--- src/rtl/timer_pkg.sv ---
// Shared types and digit limits for the BCD countdown timer datapath.
package timer_pkg;

    localparam int unsigned DIGIT_W    = 4;
    localparam int unsigned NUM_DIGITS = 6;
    localparam int unsigned TIME_W     = NUM_DIGITS * DIGIT_W;

    typedef logic [DIGIT_W-1:0] bcd_digit_t;

    localparam bcd_digit_t SEC_TENS_MAX = 4'd5;
    localparam bcd_digit_t UNITS_MAX    = 4'd9;

    typedef enum logic [1:0] {
        ST_IDLE  = 2'd0,
        ST_RUN   = 2'd1,
        ST_PAUSE = 2'd2,
        ST_DONE  = 2'd3
    } state_t;

    // HH:MM:SS as six BCD digits, d5 = hour tens ... d0 = second units
    typedef struct packed {
        bcd_digit_t d5;
        bcd_digit_t d4;
        bcd_digit_t d3;
        bcd_digit_t d2;
        bcd_digit_t d1;
        bcd_digit_t d0;
    } time_bcd_t;

    function automatic logic load_legal(input time_bcd_t t, input int unsigned hour_max);
        int unsigned hour;
        hour = 32'(t.d5) * 32'd10 + 32'(t.d4);
        return (t.d0 <= UNITS_MAX) && (t.d1 <= SEC_TENS_MAX) &&
               (t.d2 <= UNITS_MAX) && (t.d3 <= SEC_TENS_MAX) &&
               (t.d4 <= UNITS_MAX) && (hour <= hour_max);
    endfunction

endpackage

--- src/rtl/bcd_down_digit.sv ---
// One BCD down-counting digit: wraps 0 -> limit and raises borrow on that wrap.
module bcd_down_digit
    import timer_pkg::*;
(
    input  logic       clk,
    input  logic       rst_n,
    input  logic       dec,
    input  bcd_digit_t limit,
    input  logic       load,
    input  bcd_digit_t load_value,
    input  logic       clear,
    output bcd_digit_t value,
    output logic       borrow
);

    assign borrow = dec && (value == '0);

    always_ff @(posedge clk or negedge rst_n) begin
        if (!rst_n) begin
            value <= '0;
        end else if (clear) begin
            value <= '0;
        end else if (load) begin
            value <= load_value;
        end else if (dec) begin
            value <= (value == '0) ? limit : value - DIGIT_W'(1);
        end
    end

endmodule

--- src/rtl/bcd_countdown_timer.sv ---
// HH:MM:SS BCD countdown timer with preset, start/pause/clear, done pulse and alarm.
// Optional build macro AUTO_RELOAD_EN: reload from preset on reaching zero and keep running.
module bcd_countdown_timer
    import timer_pkg::*;
#(
    parameter int unsigned HOUR_MAX      = 23,
    parameter int unsigned AUTO_PERIOD_W = 1
) (
    input  logic       clk,
    input  logic       rst_n,
    input  logic       tick,
    input  logic       clear,
    input  logic       load,
    input  logic [3:0] load_d5,
    input  logic [3:0] load_d4,
    input  logic [3:0] load_d3,
    input  logic [3:0] load_d2,
    input  logic [3:0] load_d1,
    input  logic [3:0] load_d0,
    input  logic       start,
    input  logic       pause,
    output logic [3:0] d5,
    output logic [3:0] d4,
    output logic [3:0] d3,
    output logic [3:0] d2,
    output logic [3:0] d1,
    output logic [3:0] d0,
    output logic       running,
    output logic       done,
    output logic       alarm,
    output logic       load_err
);

    state_t    state, state_next;
    time_bcd_t ld_t, preset;
    logic      reload_pend, pend_next;
    logic      preset_wr, err_next, done_next, alarm_next, tick_dec;
    logic      reload_c, dig_load, count_one;

    bcd_digit_t [NUM_DIGITS-1:0] cnt, lim, ld_val;
    logic       [NUM_DIGITS-1:0] dec, borrow;

    // Reload-count width is reserved; no reload counter is built yet.
    logic [AUTO_PERIOD_W-1:0] unused_period;
    logic                     unused_borrow;
    assign unused_period = '0;
    assign unused_borrow = borrow[NUM_DIGITS-1];

    assign ld_t      = {load_d5, load_d4, load_d3, load_d2, load_d1, load_d0};
    assign count_one = (cnt == TIME_W'(1));
    assign reload_c  = reload_pend && !clear;
    assign dig_load  = preset_wr || reload_c;
    assign ld_val    = reload_c ? preset : ld_t;
    assign lim       = {DIGIT_W'(HOUR_MAX / 10), UNITS_MAX, SEC_TENS_MAX,
                        UNITS_MAX, SEC_TENS_MAX, UNITS_MAX};
    assign dec       = {borrow[NUM_DIGITS-2:0], tick_dec};

    for (genvar i = 0; i < NUM_DIGITS; i++) begin : g_digit
        bcd_down_digit u_digit (
            .clk       (clk),
            .rst_n     (rst_n),
            .dec       (dec[i]),
            .limit     (lim[i]),
            .load      (dig_load),
            .load_value(ld_val[i]),
            .clear     (clear),
            .value     (cnt[i]),
            .borrow    (borrow[i])
        );
    end

    assign {d5, d4, d3, d2, d1, d0} = cnt;

    // Control decode in priority order clear > load > start > pause > tick;
    // a control that has no effect in the current state falls through.
    always_comb begin
        state_next = state;
        alarm_next = alarm;
        preset_wr  = 1'b0;
        err_next   = 1'b0;
        done_next  = 1'b0;
        pend_next  = 1'b0;
        tick_dec   = 1'b0;
        if (clear) begin
            state_next = ST_IDLE;
            alarm_next = 1'b0;
        end else if (load && state != ST_RUN) begin
            if (load_legal(ld_t, HOUR_MAX)) begin
                preset_wr  = 1'b1;
                state_next = ST_IDLE;
                alarm_next = 1'b0;
            end else begin
                err_next = 1'b1;
            end
        end else if (start && state != ST_RUN) begin
            if (state == ST_DONE) begin
                state_next = ST_IDLE;
                alarm_next = 1'b0;
            end else if (cnt != '0) begin
                state_next = ST_RUN;
            end
        end else if (state == ST_RUN && pause) begin
            state_next = ST_PAUSE;
        end else if (state == ST_RUN && tick && !reload_pend) begin
            tick_dec = 1'b1;
            if (count_one) begin
                done_next = 1'b1;
`ifdef AUTO_RELOAD_EN
                if (preset != '0) begin
                    pend_next = 1'b1;
                end else begin
                    state_next = ST_DONE;
                    alarm_next = 1'b1;
                end
`else
                state_next = ST_DONE;
                alarm_next = 1'b1;
`endif
            end
        end
    end

    always_ff @(posedge clk or negedge rst_n) begin
        if (!rst_n) begin
            state       <= ST_IDLE;
            preset      <= '0;
            reload_pend <= 1'b0;
            running     <= 1'b0;
            done        <= 1'b0;
            alarm       <= 1'b0;
            load_err    <= 1'b0;
        end else begin
            state       <= state_next;
            reload_pend <= pend_next;
            running     <= (state_next == ST_RUN);
            done        <= done_next;
            alarm       <= alarm_next;
            load_err    <= err_next;
            if (preset_wr) begin
                preset <= ld_t;
            end
        end
    end

endmodule

--- config.mk ---
export PLATFORM = sky130hd
export DESIGN_NAME = bcd_countdown_timer
export DESIGN_NICKNAME = d
export VERILOG_FILES = /design/src/rtl/timer_pkg.sv /design/src/rtl/bcd_down_digit.sv /design/src/rtl/bcd_countdown_timer.sv
export SDC_FILE = /design/constraint.sdc
export NUM_CORES = 1
export LEC_CHECK = 0
export CAP_MARGIN = 20
export CORE_MARGIN = 4
export CORE_UTILIZATION = 36
export CTS_BUF_LIST = sky130_fd_sc_hd__clkbuf_16
export CTS_CLUSTER_SIZE = 28
export DETAILED_ROUTE_END_ITERATION = 8
export DONT_BUFFER_PORTS = 1
export GPL_TIMING_DRIVEN = 0
export SKIP_CTS_REPAIR_TIMING = 1
export SLEW_MARGIN = 10
export SYNTH_ARGS = -nofsm -noshare
export SYNTH_HDL_FRONTEND = slang
export SYNTH_SLANG_ARGS = --single-unit
--- constraint.sdc ---
create_clock -name clk -period 2.85 [get_ports clk]
set_input_delay 0.285 -clock clk [delete_from_list [all_inputs] [get_ports clk]]
set_output_delay 0.285 -clock clk [all_outputs]
set_load 0.01 [all_outputs]
# [Yosys cells after proc, flatten, opt, wreduce, memory -nomap -nowiden]
# Index checks and enable logic that the tools add are counted.
[word_totals] input_bits=31 wordCells=121 ff_bits=30
[op_classes] muxes=58 n_lt_le_gt_ge=6 add_sub_neg=7 multipliers=1 n_eq_ne=8 reduce_logical=30
[op_table] op="two-way mux 4 bit" count=24
[op_table] op="two-way mux 1 bit" count=25
[op_table] op="equality test 24 x 1 -> 1 bit, second input constant" count=1
[op_table] op="zero test 4 bit" count=6
[op_table] op="nonzero test 24 bit" count=1
[op_table] op="subtractor 4 x 1 -> 4 bit, second input constant" count=6
[op_table] op="two-way mux 2 bit" count=9
[op_table] op="nonzero test 3 bit" count=6
[op_table] op="logical AND 1 bit" count=14
[op_table] op="<= comparator 4 bit, second input constant" count=3
[op_table] op="adder 8 x 4 -> 9 bit" count=1
[op_table] op="<= comparator 9 x 5 -> 1 bit, second input constant" count=1
[op_table] op="<= comparator 4 x 3 -> 1 bit, second input constant" count=2
[op_table] op="nonzero test 4 bit" count=2
[op_table] op="multiplier 4 x 3 -> 7 bit, second input constant" count=1
[op_table] op="AND reduction 5 bit" count=1
[op_table] op="equality test 2 x 1 -> 1 bit, second input constant" count=2
[op_table] op="inequality test 4 x 3 -> 1 bit, second input constant" count=1
[op_table] op="inequality test 4 bit, second input constant" count=1
[op_table] op="inequality test 3 x 2 -> 1 bit, second input constant" count=1
[op_table] op="equality test 2 bit, second input constant" count=1
[op_table] op="inequality test 2 x 1 -> 1 bit, second input constant" count=1

# [Depth between registers and ports, before layout]
# Gate-level depths: netlist (run 1).
[depth] ltp_word=15 mapped_depth=11 depth_no_buf=9

# [Cells and area by module]
# A second synthesis (run 1) with hierarchy kept.
[unflattened] hier_cells=303 hier_area_um2=2633.8
[by_module_without_submodules] mod="bcd_down_digit" cells_per_inst=37 seq_area_each_um2=100.1 n_inst=6 area_per_inst_um2=320.3
[by_module_without_submodules] mod="bcd_countdown_timer" cells_per_inst=81 seq_area_each_um2=150.1 n_inst=1 area_per_inst_um2=711.9

# [Worst setup path after synthesis (run 1)]
# OpenSTA, ideal clock, no wires.
[synth_path] path_type="input to register" startpoint="in load_d5[1]" endpoint="reg g_digit[4].u_digit.value[1]" stages=9 setup_time_ns=0.122 arrival_time_ns=2.945 setup_slack_ns=-0.217 cell_sequence="ha_1 -> ha_1 -> fa_1 -> a221o_1 -> or3_1 -> or4b_1 -> buf_2 -> mux2_4 -> a32o_1"
[synth_via] elab_chain_cells=9 elab_cells_between_ends=10
[synth_lines] element="start: declaration" line_no="bcd_countdown_timer.sv:14" rtl="input logic [3:0] load_d5,"
[synth_lines] element="multiplier 4 x 3 -> 7 bit *" line_no="timer_pkg.sv:32" rtl="hour = 32'(t.d5) * 32'd10 + 32'(t.d4);"
[synth_lines] element="adder 8 x 4 -> 9 bit *" line_no="timer_pkg.sv:32"
[synth_lines] element="<= comparator 9 x 5 -> 1 bit *" line_no="timer_pkg.sv:35" rtl="(t.d4 <= UNITS_MAX) && (hour <= hour_max);"
[synth_lines] element="logical AND 1 bit *" line_no="timer_pkg.sv:35"
[synth_lines] element="two-way mux 1 bit *" line_no="bcd_countdown_timer.sv:88" rtl="if (load_legal(ld_t, HOUR_MAX)) begin"
[synth_lines] element="two-way mux 1 bit *" line_no="bcd_countdown_timer.sv:87" rtl="end else if (load && state != ST_RUN) begin"
[synth_lines] element="two-way mux 1 bit *" line_no="bcd_countdown_timer.sv:84" rtl="if (clear) begin"
[synth_lines] element="two-way mux 4 bit" line_no="bcd_down_digit.sv:23" rtl="end else if (load) begin"
[synth_lines] element="two-way mux 4 bit" line_no="bcd_down_digit.sv:21" rtl="end else if (clear) begin"
[synth_lines] element="end signal: assignment" line_no="bcd_down_digit.sv:24" rtl="value <= load_value;"
[synth_lines] element="end signal: assignment" line_no="bcd_down_digit.sv:26" rtl="value <= (value == '0) ? limit : value - DIGIT_W'(1);"
[synth_lines] element="end: declaration" line_no="bcd_down_digit.sv:12" rtl="output bcd_digit_t value,"
# Every way passes the cells marked *; elsewhere a longest branch is shown, timed or not.
# A chain may end at the register's enable or synchronous reset.

# [Worst setup path in the final report (run 1)]
# Same ends and word-level chain as after synthesis.

==> results of run 1 <==
logic make-up (layout without fill, tap and decap cells):
logic type	count (synthesis)	in the layout	synth area share (%)
adders and majority gates	11	11	7.21
muxes	13	13	6.44
xor gates and xnor gates	1	1	0.414
and+or+nand+nor	104	104	25.0
AOI/OAI and AO/OA	68	68	22.4
buffers and inverters	16	25	3.01
DFF	30	30	35.4
worst max-delay path by stage:
| stage | cells past startpoint | endpoint |
|---|---|---|
| 5_1_grt | 9 | g_digit[4].u_digit.value[0]$_DFFE_PN0P_ |
| 2_1_floorplan | 10 | g_digit[4].u_digit.value[1]$_DFFE_PN0P_ |
| 6_report | 10 | g_digit[4].u_digit.value[1]$_DFFE_PN0P_ |
| 3_5_place_dp | 11 | g_digit[1].u_digit.value[0]$_DFFE_PN0P_ |
| 3_3_place_gp | 11 | g_digit[2].u_digit.value[0]$_DFFE_PN0P_ |
| 4_1_cts | 11 | g_digit[1].u_digit.value[0]$_DFFE_PN0P_ |
state kept, by name (all words and copies together), names as in the netlist:
signal,count
state,2
g_digit.u_digit.value,24
load_err,1
running,1
alarm,1
done,1
area by class of cell:
type,instances,area (um2),area share (%)
multi-input cells,197,1350,55.7
flip-flops and latches,30,751,31.0
clock buffers,5,125,5.16
well taps,72,90.1,3.72
repair buffers,3,37.5,1.55
plain buffers,7,33.8,1.39
inverters,8,30.0,1.24
clock inverters,2,7.51,0.310
cell usage after synthesis, drive strengths merged (7+ instances only):
master | instances | area (um2)
dfrtp | 30 | 751
nor2 | 25 | 93.8
nand2 | 21 | 78.8
o21ai | 14 | 70.1
mux2i | 11 | 110
nand3 | 11 | 55.1
a21oi | 10 | 50.1
nor3 | 10 | 50.1
ha | 9 | 113
inv | 8 | 30.0
a22oi | 7 | 52.6
nand2b | 7 | 43.8
power by group:
part / internal, mW / leakage, nW / switching (mW)
clock network: 0.311 / 0.0723 / 0.178
logic: 0.0877 / 0.593 / 0.106
registers: 0.442 / 0.406 / 0.0307
total: 0.841 / 1.07 / 0.315
per-stage QoR:
stage	power (mW)	util [%]	instances
2_1_floorplan	0.612	-	243
3_3_place_gp	0.649	40.0	315
3_5_place_dp	0.653	40.0	315
4_1_cts	1.15	42.4	322
5_1_grt	1.22	43.2	324
6_report	1.16	43.2	324
layer usage:
metal  vias to the layer above  GRT usage (%)  wire (um)
met2                        55           28.2       2820
met3                         9           5.79        394
met1                       920           21.4       2620
met5                         -              0          0
li1                        932              -          -
met4                         0           5.32         74
==> summary.md, run 1 <==
| Metric | Value |
|---|---|
| Longest Clk Path Bufs | `2` |
| Mapped cell area | `2120 um2` |
| Fraction of registers with async set/reset | `100%` |
| Hold Violations, Final | `0` |
| # diodes | `0` |
| Maximum fanout along the worst path | `6` |
| Antenna violations before repair | `0` |
| Worst setup EP type | `flop` |
| Post-DR vias/cell | `5.91` |
| Worst EP required | `3.00 ns` |
| CTS Buf Count | `5` |
| Port Buffer Count | `0` |
| First-pass GRT wire length | `9890 um` |
| RSZ-0062 raised after global routing | `no` |
| Worst min-delay path endpoint | `done$_DFF_PN0_` |
| Max-cap violations | `0` |
| Core Footprint | `5610 um2` |
| Delay-heaviest family, CP | `adder cells` |
| Post-DP Area | `2240 um2` |
| Reg-to-reg slack, setup | `0.27 ns` |
| Clock tree sinks | `30` |
| CTS clock-pin slew for the worst setup and hold paths | `0.05 ns` |
| Clock skew | `0.00733 ns` |
| Yosys warnings | `0` |
| Max_slew headroom | `56.5%` |
| Post-Syn Area per Cell | `8.72 um2` |
| Reg2Reg Launch Point | `state[0]$_DFF_PN0_` |
| Unique masters post-synth | `50` |
| Synth Net Count | `285` |
| Leakage | `1.07 nW` |
| CTS tree | `yes` |
| GRT Resource Usage Total | `17.2%` |
| CP most frequent cell | `ha_4` |
| Die Wd | `84.7 um` |
| IR drop worst, VDD | `0.000340 V` |
| Crit path DAT | `2.87 ns` |
| Post-Syn Instances | `243` |
| Cell depth of the worst hold path | `1` |
| Final period utilization | `95.4%` |
| Pin count of the biggest net entering global routing | `31` |
| CP startpoint kind | `input port` |
| Clock period minus worst slack | `2.72 ns` |
| Post-route setup slack | `0.130 ns` |
| Number of fill cells | `574` |
| Top_reg_cell synth | `dfrtp_1` |
| H-Tree Depth | `2` |
| Commonest non-fill, non-tap cells in the layout | `dfrtp_1 (30), nor2_1 (25), nand2_1 (21)` |
| Vias in the first global route | `1933` |
| First-iteration detailed-routing DRC count | `76` |
| Final setup viols | `0` |
| Worst Hold Class | `in -> reg` |
| Final wirelength | `5910 um` |
| RD Place Congestion | `0.804` |
| Die Y-Extent | `84.7 um` |
| Max Fclk | `368 MHz` |
| Clk_lat worst skew | `0.28 ns` |
| Dpl ws | `-0.473 ns` |
| Worst Reg2Reg Path Length in Cells | `9` |
| Commonest non-fill, non-tap cell in the layout | `dfrtp_1` |
| Worst Max-Slew Pin Slew | `0.647 ns` |
| WL per Instance | `18.2 um` |
| Status | `finished, final reports clean` |
| Count of pins over their slew limit | `0` |
| Detailed-route DRC error count | `0` |
| Final hold slack | `0.0763 ns` |
| Hold_sp | `pause` |
| Crit Path Category | `in -> reg` |
| DR pass1 iterations | `4` |
| Area growth, synth to finish | `14.4%` |
| Worst path cell trace | `ha_4 > ha_4 > fa_2 > and3_4 > mux2i_1 > o211ai_1 > buf_4 > or4b_4 > mux2_4 > a32o_1` |
| DIE AREA | `7170 um2` |
| Non-Filler Cell Area, Final | `2420 um2` |
| Setup crit start | `load_d5[1]` |
| FF+latch count, synth | `30` |
| I/O pin cnt | `59` |
| Initial core utilization | `37.8%` |
| Post-DRT Antenna Nets | `0` |
| Global route overflow | `0` |
| FP Rows | `27` |
| TNS Setup | `0 ns` |
| Buf/Inv on CP | `1` |
| Root Buffer | `clkbuf_16` |
| Final Net Count | `294` |
| Seq/Total Area, Yosys | `35.4%` |
| EDFF count, synth | `0` |
| Critical Path Max Stage Delay | `0.57 ns` |
| Vias post-DR | `1916` |
| Slowest CP cell | `fa_2` |
| Layout cell share with drive strength beyond 1 | `9.92%` |
| DPL Wire Length | `4460 um` |
| PwrDens | `477 nW/um2` |
| R2R Path End | `g_digit[1].u_digit.value[0]$_DFFE_PN0P_` |
(Power assumes the default switching activity.)
==> run 2: changes to the inputs <==
- ABC_AREA: unset -> 1
- clock period: 2.85 -> 3.25 ns (I/O delays scaled with it)
==> summary.md, run 2 <==
| Metric | Value |
|---|---|
| Status | `finished, final reports clean` |
| Top_reg_cell synth | `dfrtp_1` |
| Worst EP required | `3.41 ns (+0.41 ns)` |
| CTS clock-pin slew for the worst setup and hold paths | `0.05 ns (about the same)` |
| Post-DRT Antenna Nets | `0 (unchanged)` |
| Largest register FFs | `24 (unchanged)` |
| Post-Syn Area per Cell | `6.66 um2 (-24%)` |
| Largest Register | `g_digit.u_digit.value` |
| Reg-to-reg slack, setup | `1.37 ns (+1.10 ns)` |
| Post-synth top cells | `nand2_1 (115), inv_1 (50), nand3_1 (39)` |
| I/O pin cnt | `59 (unchanged)` |
| CTS tree | `yes` |
| Delay-heaviest family, CP | `adder cells` |
| CP most frequent cell | `nand2_1` |
| Flop pwr share | `37.9% (-3.0 points)` |
| WL per Instance | `14.6 um (-20%)` |
| Antenna violations before repair | `0 (unchanged)` |
| Combinational Power Share | `29.2% (+12 points)` |
| Port Buffer Count | `0 (unchanged)` |
| Final setup viols | `0 (unchanged)` |
| GRT Resource Usage Total | `17.1% (-0.14 points)` |
| Commonest non-fill, non-tap cell in the layout | `nand2_1` |
| Max_slew headroom | `66.1% (+9.6 points)` |
| RD Place Congestion | `0.946 (+18%)` |
| First-iteration detailed-routing DRC count | `140 (+84%)` |
| Leakage | `1.48 nW (+38%)` |
| Ranking of synthesized cells by area | `dfrtp_1 (30%), nand2_1 (17%), nand3_1 (7.7%), inv_1 (7.4%), nand4_1 (6.4%)` |
| Crit path DAT | `2.49 ns (-0.38 ns)` |
| Maximum fanout along the worst path | `10 (+4)` |
| Cell taking the most area after synthesis | `dfrtp_1` |
| Vias post-DR | `2422 (+26%)` |
| Clock skew | `0.00121 ns (-0.00612 ns)` |
| Unique masters post-synth | `28 (-44%)` |
| Net Sw Frac | `36.6% (+9.3 points)` |
| Final hold slack | `0.204 ns (+0.128 ns)` |
| Critical Path Max Stage Delay | `0.55 ns (-0.02 ns)` |
| Fraction of registers with async set/reset | `100% (unchanged)` |
| Hold Violations, Final | `0 (unchanged)` |
| Clock tree sinks | `30 (unchanged)` |
| TNS Setup | `0 ns (unchanged)` |
| Worst Reg2Reg Path Length in Cells | `11 (+2)` |
| Longest Clk Path Bufs | `2 (unchanged)` |
| Max-cap violations | `0 (unchanged)` |
| Worst setup EP type | `flop` |
| Post-route setup slack | `0.919 ns (+0.789 ns)` |
| Max Fclk | `429 MHz` |
| DR pass1 iterations | `4 (unchanged)` |
| Final Net Count | `430 (+46%)` |
| R2R Path End | `running$_DFF_PN0_` |
| Clock period minus worst slack | `2.33 ns` |
| DIE AREA | `8410 um2 (+17%)` |
| First-pass GRT wire length | `11500 um (+17%)` |
| Dpl ws | `0.657 ns (+1.13 ns)` |
| H-Tree Depth | `2 (unchanged)` |
| Top flop regs | `g_digit.u_digit.value (24), state (2)` |
| Psw | `0.473 mW (+50%)` |
| Count of pins over their slew limit | `0 (unchanged)` |
| Area growth, synth to finish | `11.2%` |
| Final period utilization | `71.7%` |
| Post-Syn Instances | `379 (+56%)` |
| Global route overflow | `0 (unchanged)` |
| Layout cell share with drive strength beyond 1 | `10.6% (+0.65 points)` |
| Synth Net Count | `421 (+48%)` |
| Most common cell in the netlist | `nand2_1` |
| Setup crit start | `load_d5[1]` |
| Post-DR vias/cell | `5.00 (-15%)` |
| CP Depth | `16 (+6)` |
| PwrDens | `461 nW/um2 (-3.4%)` |
| Slowest CP cell | `fa_1` |
| EDFF count, synth | `0 (unchanged)` |
| Mapped cell area | `2520 um2 (+19%)` |
| FP Rows | `30 (+11%)` |
| Core Footprint | `6790 um2 (+21%)` |
| Die Y-Extent | `91.7 um (+8.3%)` |
| Pin count of the biggest net entering global routing | `31 (unchanged)` |
| RSZ-0062 raised after global routing | `no` |
| Reg2Reg Launch Point | `g_digit[5].u_digit.value[0]$_DFFE_PN0P_` |
| # diodes | `0 (unchanged)` |
| Worst Max-Slew Pin Slew | `0.509 ns (-0.138 ns)` |
| Vias in the first global route | `2268 (+17%)` |
| Worst path cell trace | `ha_1 > ha_1 > fa_1 > nand2_1 > o21ai_1 > nand2_1 > nand2_1 > nand2_1 > nand2_2 > buf_6 > nand3_4 > buf_6 > nand2_1 > nand2_1 > nand3_1 > nand2_1` |
| Yosys warnings | `0 (unchanged)` |
| Final wirelength | `7090 um (+20%)` |
| Seq/Total Area, Yosys | `29.8% (-5.7 points)` |
| Root Buffer | `clkbuf_16` |
| Worst Hold Class | `in -> reg` |
| Non-Filler Cell Area, Final | `2810 um2 (+16%)` |
| Synth top area share | `29.8% (-5.7 points)` |
| Detailed-route DRC error count | `0 (unchanged)` |
| Int Pwr | `0.820 mW (-2.5%)` |
| FF+latch count, synth | `30 (unchanged)` |
| Initial core utilization | `37.1% (-0.65 points)` |
| IR drop worst, VDD | `0.000198 V (-42%)` |
| DPL Wire Length | `5520 um (+24%)` |
| Clk_lat worst skew | `0.27 ns (about the same)` |
| Crit Path Category | `in -> reg` |
| CTS Buf Count | `5 (unchanged)` |
| Buf/Inv on CP | `2 (+1)` |
| Clk pwr share | `32.9% (-9.4 points)` |
| Post-DP Area | `2640 um2 (+18%)` |
| Die Wd | `91.7 um (+8.3%)` |
| CP startpoint kind | `input port` |
| Commonest non-fill, non-tap cells in the layout | `nand2_1 (115), inv_1 (52), nand3_1 (39)` |
| Crit path to | `g_digit[4].u_digit.value[2]$_DFFE_PN0P_` |
## run 2: cell count changes after synthesis, sizes merged, moves of 7 or more
cell	previous run	this run
nor3	10	2
a22oi	7	0
inv	8	52
nand3	11	45
o21ai	14	21
nand2	21	121
nand4	2	26
nand2b	7	0
mux2i	11	0
buf	3	12
nor2	25	35
## run 2: logic make-up (layout without fill, tap and decap cells)
kind of cell               Yosys count  after routing  share of synthesized area (%)
and+or+nand+nor                    234            234                           44.9
AOI/OAI and AO/OA                   38             38                           7.59
xor gates and xnor gates             2              2                          0.695
buffers and inverters               64             73                           11.0
adders and majority gates           11             11                           6.05
DFF                                 30             30                           29.8
## run 2: per-layer routing
metal | GRT usage (%) | wire (um)
met1 | 21.8 | 3160
met2 | 27.6 | 3320
met3 | 5.17 | 445
met4 | 5.57 | 170
met5 | 0 | 0
## run 2: how the worst min path moves through the flow
stage / from / to / slack, ns / depth (start not counted)
final: load_d0[2] / g_digit[0].u_digit.value[2]$_DFFE_PN0P_ / 0.20 / 2
after global placement: rst_n / g_digit[0].u_digit.value[0]$_DFFE_PN0P_ / 0.03 / 0
after CTS: rst_n / g_digit[2].u_digit.value[2]$_DFFE_PN0P_ / -0.26 / 0
after global routing: load_d0[2] / g_digit[0].u_digit.value[2]$_DFFE_PN0P_ / 0.20 / 2
after detailed placement: rst_n / g_digit[0].u_digit.value[0]$_DFFE_PN0P_ / 0.03 / 0
after floorplan: rst_n / alarm$_DFFE_PN0P_ / 0.03 / 0
## run 2: cell type report
| class | count | area [um2] |
|---|---|---|
| inverters | 52 | 195 |
| clock inverters | 2 | 7.51 |
| flip-flops and latches | 30 | 751 |
| plain buffers | 12 | 81.3 |
| repair buffers | 2 | 30.0 |
| fillers | 729 | 3990 |
| clock buffers | 5 | 125 |
| multi-input cells | 285 | 1500 |
| well taps | 96 | 120 |
## run 2: power groups by stage
stage | Combinational, mW | Clock (mW) | Sequential (mW)
after floorplan | 0.300 | 0 | 0.478
after global placement | 0.358 | 0 | 0.496
after detailed placement | 0.364 | 0 | 0.497
after CTS | 0.366 | 0.439 | 0.491
after global routing | 0.436 | 0.459 | 0.498
final | 0.378 | 0.426 | 0.490
## run 2: through the flow
step | std cells | total power, mW | util (%)
floorplan | 379 | 0.778 | -
global placement | 475 | 0.854 | 38.9
detailed placement | 475 | 0.862 | 38.9
CTS | 482 | 1.30 | 40.8
global route | 484 | 1.39 | 41.3
finish | 484 | 1.29 | 41.3
==> run 3: changes to the inputs <==
- clock period: 3.25 -> 1.9 ns (I/O delays scaled with it)
==> summary.md, run 3 (synthesis gave the netlist of run 2 again) <==
| Metric | Value |
|---|---|
| Final hold slack | `0.0784 ns (-0.126 ns)` |
| RD Place Congestion | `0.891 (-5.8%)` |
| Buf/Inv on CP | `2 (unchanged)` |
| RSZ-0062 raised after global routing | `yes` |
| Slowest CP cell | `fa_2` |
| Largest Register | `g_digit.u_digit.value` |
| Die Y-Extent | `91.7 um (unchanged)` |
| GRT Resource Usage Total | `17.7% (+0.56 points)` |
| Port Buffer Count | `0 (unchanged)` |
| Clk_lat worst skew | `0.28 ns (about the same)` |
| Worst Max-Slew Pin Slew | `0.563 ns (+0.0539 ns)` |
| Reg2Reg Launch Point | `g_digit[2].u_digit.value[0]$_DFFE_PN0P_` |
| Cell depth of the worst hold path | `3 (+1)` |
| Worst setup EP type | `flop` |
| Dpl ws | `-0.466 ns (-1.12 ns)` |
| Clock period minus worst slack | `2.02 ns` |
| Hold_sp | `clear` |
| TNS Setup | `-1.58 ns (-1.58 ns)` |
| Layout cell share with drive strength beyond 1 | `17.3% (+6.7 points)` |
| Non-Filler Cell Area, Final | `2970 um2 (+5.9%)` |
| Final wirelength | `7370 um (+3.9%)` |
| Top flop regs | `g_digit.u_digit.value (24), state (2)` |
| Final setup viols | `21 (+21)` |
| # diodes | `0 (unchanged)` |
| Post-route setup slack | `-0.125 ns (-1.04 ns)` |
| Inst Count DP | `475 (unchanged)` |
| Detailed-route DRC error count | `0 (unchanged)` |
| Crit path DAT | `2.18 ns (-0.31 ns)` |
| Largest register FFs | `24 (unchanged)` |
| CP most frequent cell | `nand2_1` |
| Worst min-delay path endpoint | `g_digit[1].u_digit.value[2]$_DFFE_PN0P_` |
| R2R Path End | `running$_DFF_PN0_` |
| Vias in the first global route | `2367 (+4.4%)` |
| Critical Path Max Stage Delay | `0.55 ns (about the same)` |
| Hold Violations, Final | `0 (unchanged)` |
| Max_slew headroom | `62.5% (-3.6 points)` |
| FP Rows | `30 (unchanged)` |
| Core Footprint | `6790 um2 (unchanged)` |
| Post-DRT Antenna Nets | `0 (unchanged)` |
| Status | `finished with violations` |
| Total power | `2.28 mW (+77%)` |
| Worst path cell trace | `ha_4 > ha_4 > fa_2 > nand2_1 > o21ai_1 > nand2_1 > nand2_1 > nand2_1 > nand2_2 > buf_6 > nand3_4 > buf_8 > o21ai_1 > o21ai_1` |
| Area growth, synth to finish | `17.8%` |
| Leakage | `1.53 nW (+3.6%)` |
| Final period utilization | `107%` |
| DIE AREA | `8410 um2 (unchanged)` |
| CTS tree | `yes` |
| Worst Reg2Reg Path Length in Cells | `10 (-1)` |
| Die Wd | `91.7 um (unchanged)` |
| First-iteration detailed-routing DRC count | `187 (+34%)` |
| CTS Buf Count | `5 (unchanged)` |
| Commonest non-fill, non-tap cells in the layout | `nand2_1 (111), inv_1 (48), nand3_1 (34)` |
| Final core utilization | `43.7% (+2.4 points)` |
| H-Tree Depth | `2 (unchanged)` |
| Pin count of the biggest net entering global routing | `31 (unchanged)` |
| CP startpoint kind | `input port` |
| Vias post-DR | `2520 (+4.0%)` |
| Failing checks | `negative setup slack` |
| Antenna violations before repair | `0 (unchanged)` |
| Commonest non-fill, non-tap cell in the layout | `nand2_1` |
| I/O pin cnt | `59 (unchanged)` |
| Reg-to-reg slack, setup | `0.08 ns (-1.29 ns)` |
| Clock tree sinks | `30 (unchanged)` |
| Final Net Count | `434 (+0.93%)` |
| DPL Wire Length | `5510 um (-0.22%)` |
| Maximum fanout along the worst path | `7 (-3)` |
| First-pass GRT wire length | `11800 um (+2.6%)` |
| Max-cap violations | `0 (unchanged)` |
| Crit Path Category | `in -> reg` |
| Post-DR vias/cell | `5.15 (+3.0%)` |
| Longest Clk Path Bufs | `2 (unchanged)` |
| Worst Hold Class | `in -> reg` |
| Final Instance Count excl. Fillers | `489 (+1.0%)` |
| Max Fclk | `494 MHz` |
| Delay-heaviest family, CP | `adder cells` |
| Root Buffer | `clkbuf_16` |
| Setup crit start | `load_d5[1]` |
| Global route overflow | `0 (unchanged)` |
| CTS clock-pin slew for the worst setup and hold paths | `0.05 ns (about the same)` |
| PwrDens | `768 nW/um2 (+67%)` |
| Worst EP required | `2.06 ns (-1.35 ns)` |
| Clock skew | `0.00353 ns (+0.00232 ns)` |
| WL per Instance | `15.1 um (+2.9%)` |
| Post-DP Area | `2710 um2 (+2.5%)` |
| Count of pins over their slew limit | `0 (unchanged)` |
| IR drop worst, VDD | `0.000387 V (+95%)` |
| DR pass1 iterations | `4 (unchanged)` |
| Initial core utilization | `37.1% (unchanged)` |
==> run 3: cell count changes in the layout (fill, tap and decap cells not counted), moves of 4 or more <==
cell | before | now
nand2_1 | 115 | 111
nand3_2 | 4 | 8
nand3_1 | 39 | 34
inv_1 | 52 | 48
nand2_2 | 6 | 10
==> run 3: final cells by class <==
cell class                      count  area [um2]
Buffer                             12        98.8
Clock buffer                        5         125
Clock inverter                      3        12.5
Fill cell                         715        3820
Inverter                           52         195
Multi-Input combinational cell    285        1590
Sequential cell                    30         751
Tap cell                           96         120
Timing Repair Buffer                6        77.6
==> run 3: worst min-delay path: stages <==
cell     delay, ns
a21oi_1       0.04
nand2_1       0.05
nand2_1       0.04
==> run 3: where the power goes <==
| part | total [mW] | switching [mW] | internal (mW) |
|---|---|---|---|
| Combinational | 0.688 | 0.437 | 0.251 |
| Sequential | 0.837 | 0.130 | 0.707 |
| Clock | 0.758 | 0.285 | 0.473 |
| Total | 2.28 | 0.852 | 1.43 |
==> run 3: how the worst max path moves through the flow <==
stage	depth (start not counted)	to	slack, ns
3_3_place_gp	16	g_digit[4].u_digit.value[2]$_DFFE_PN0P_	-0.44
4_1_cts	16	g_digit[5].u_digit.value[3]$_DFFE_PN0P_	-0.17
5_1_grt	14	g_digit[0].u_digit.value[2]$_DFFE_PN0P_	-0.26
6_report	14	g_digit[0].u_digit.value[2]$_DFFE_PN0P_	-0.12
3_5_place_dp	16	g_digit[5].u_digit.value[2]$_DFFE_PN0P_	-0.47
2_1_floorplan	16	g_digit[4].u_digit.value[2]$_DFFE_PN0P_	-0.26
==> run 3: routing by layer <==
layer / track usage [%] / share of wire [%]
met5: 0 / 0
met4: 5.32 / 1.7
met3: 5.58 / 6.9
met2: 28.1 / 47
met1: 22.9 / 44
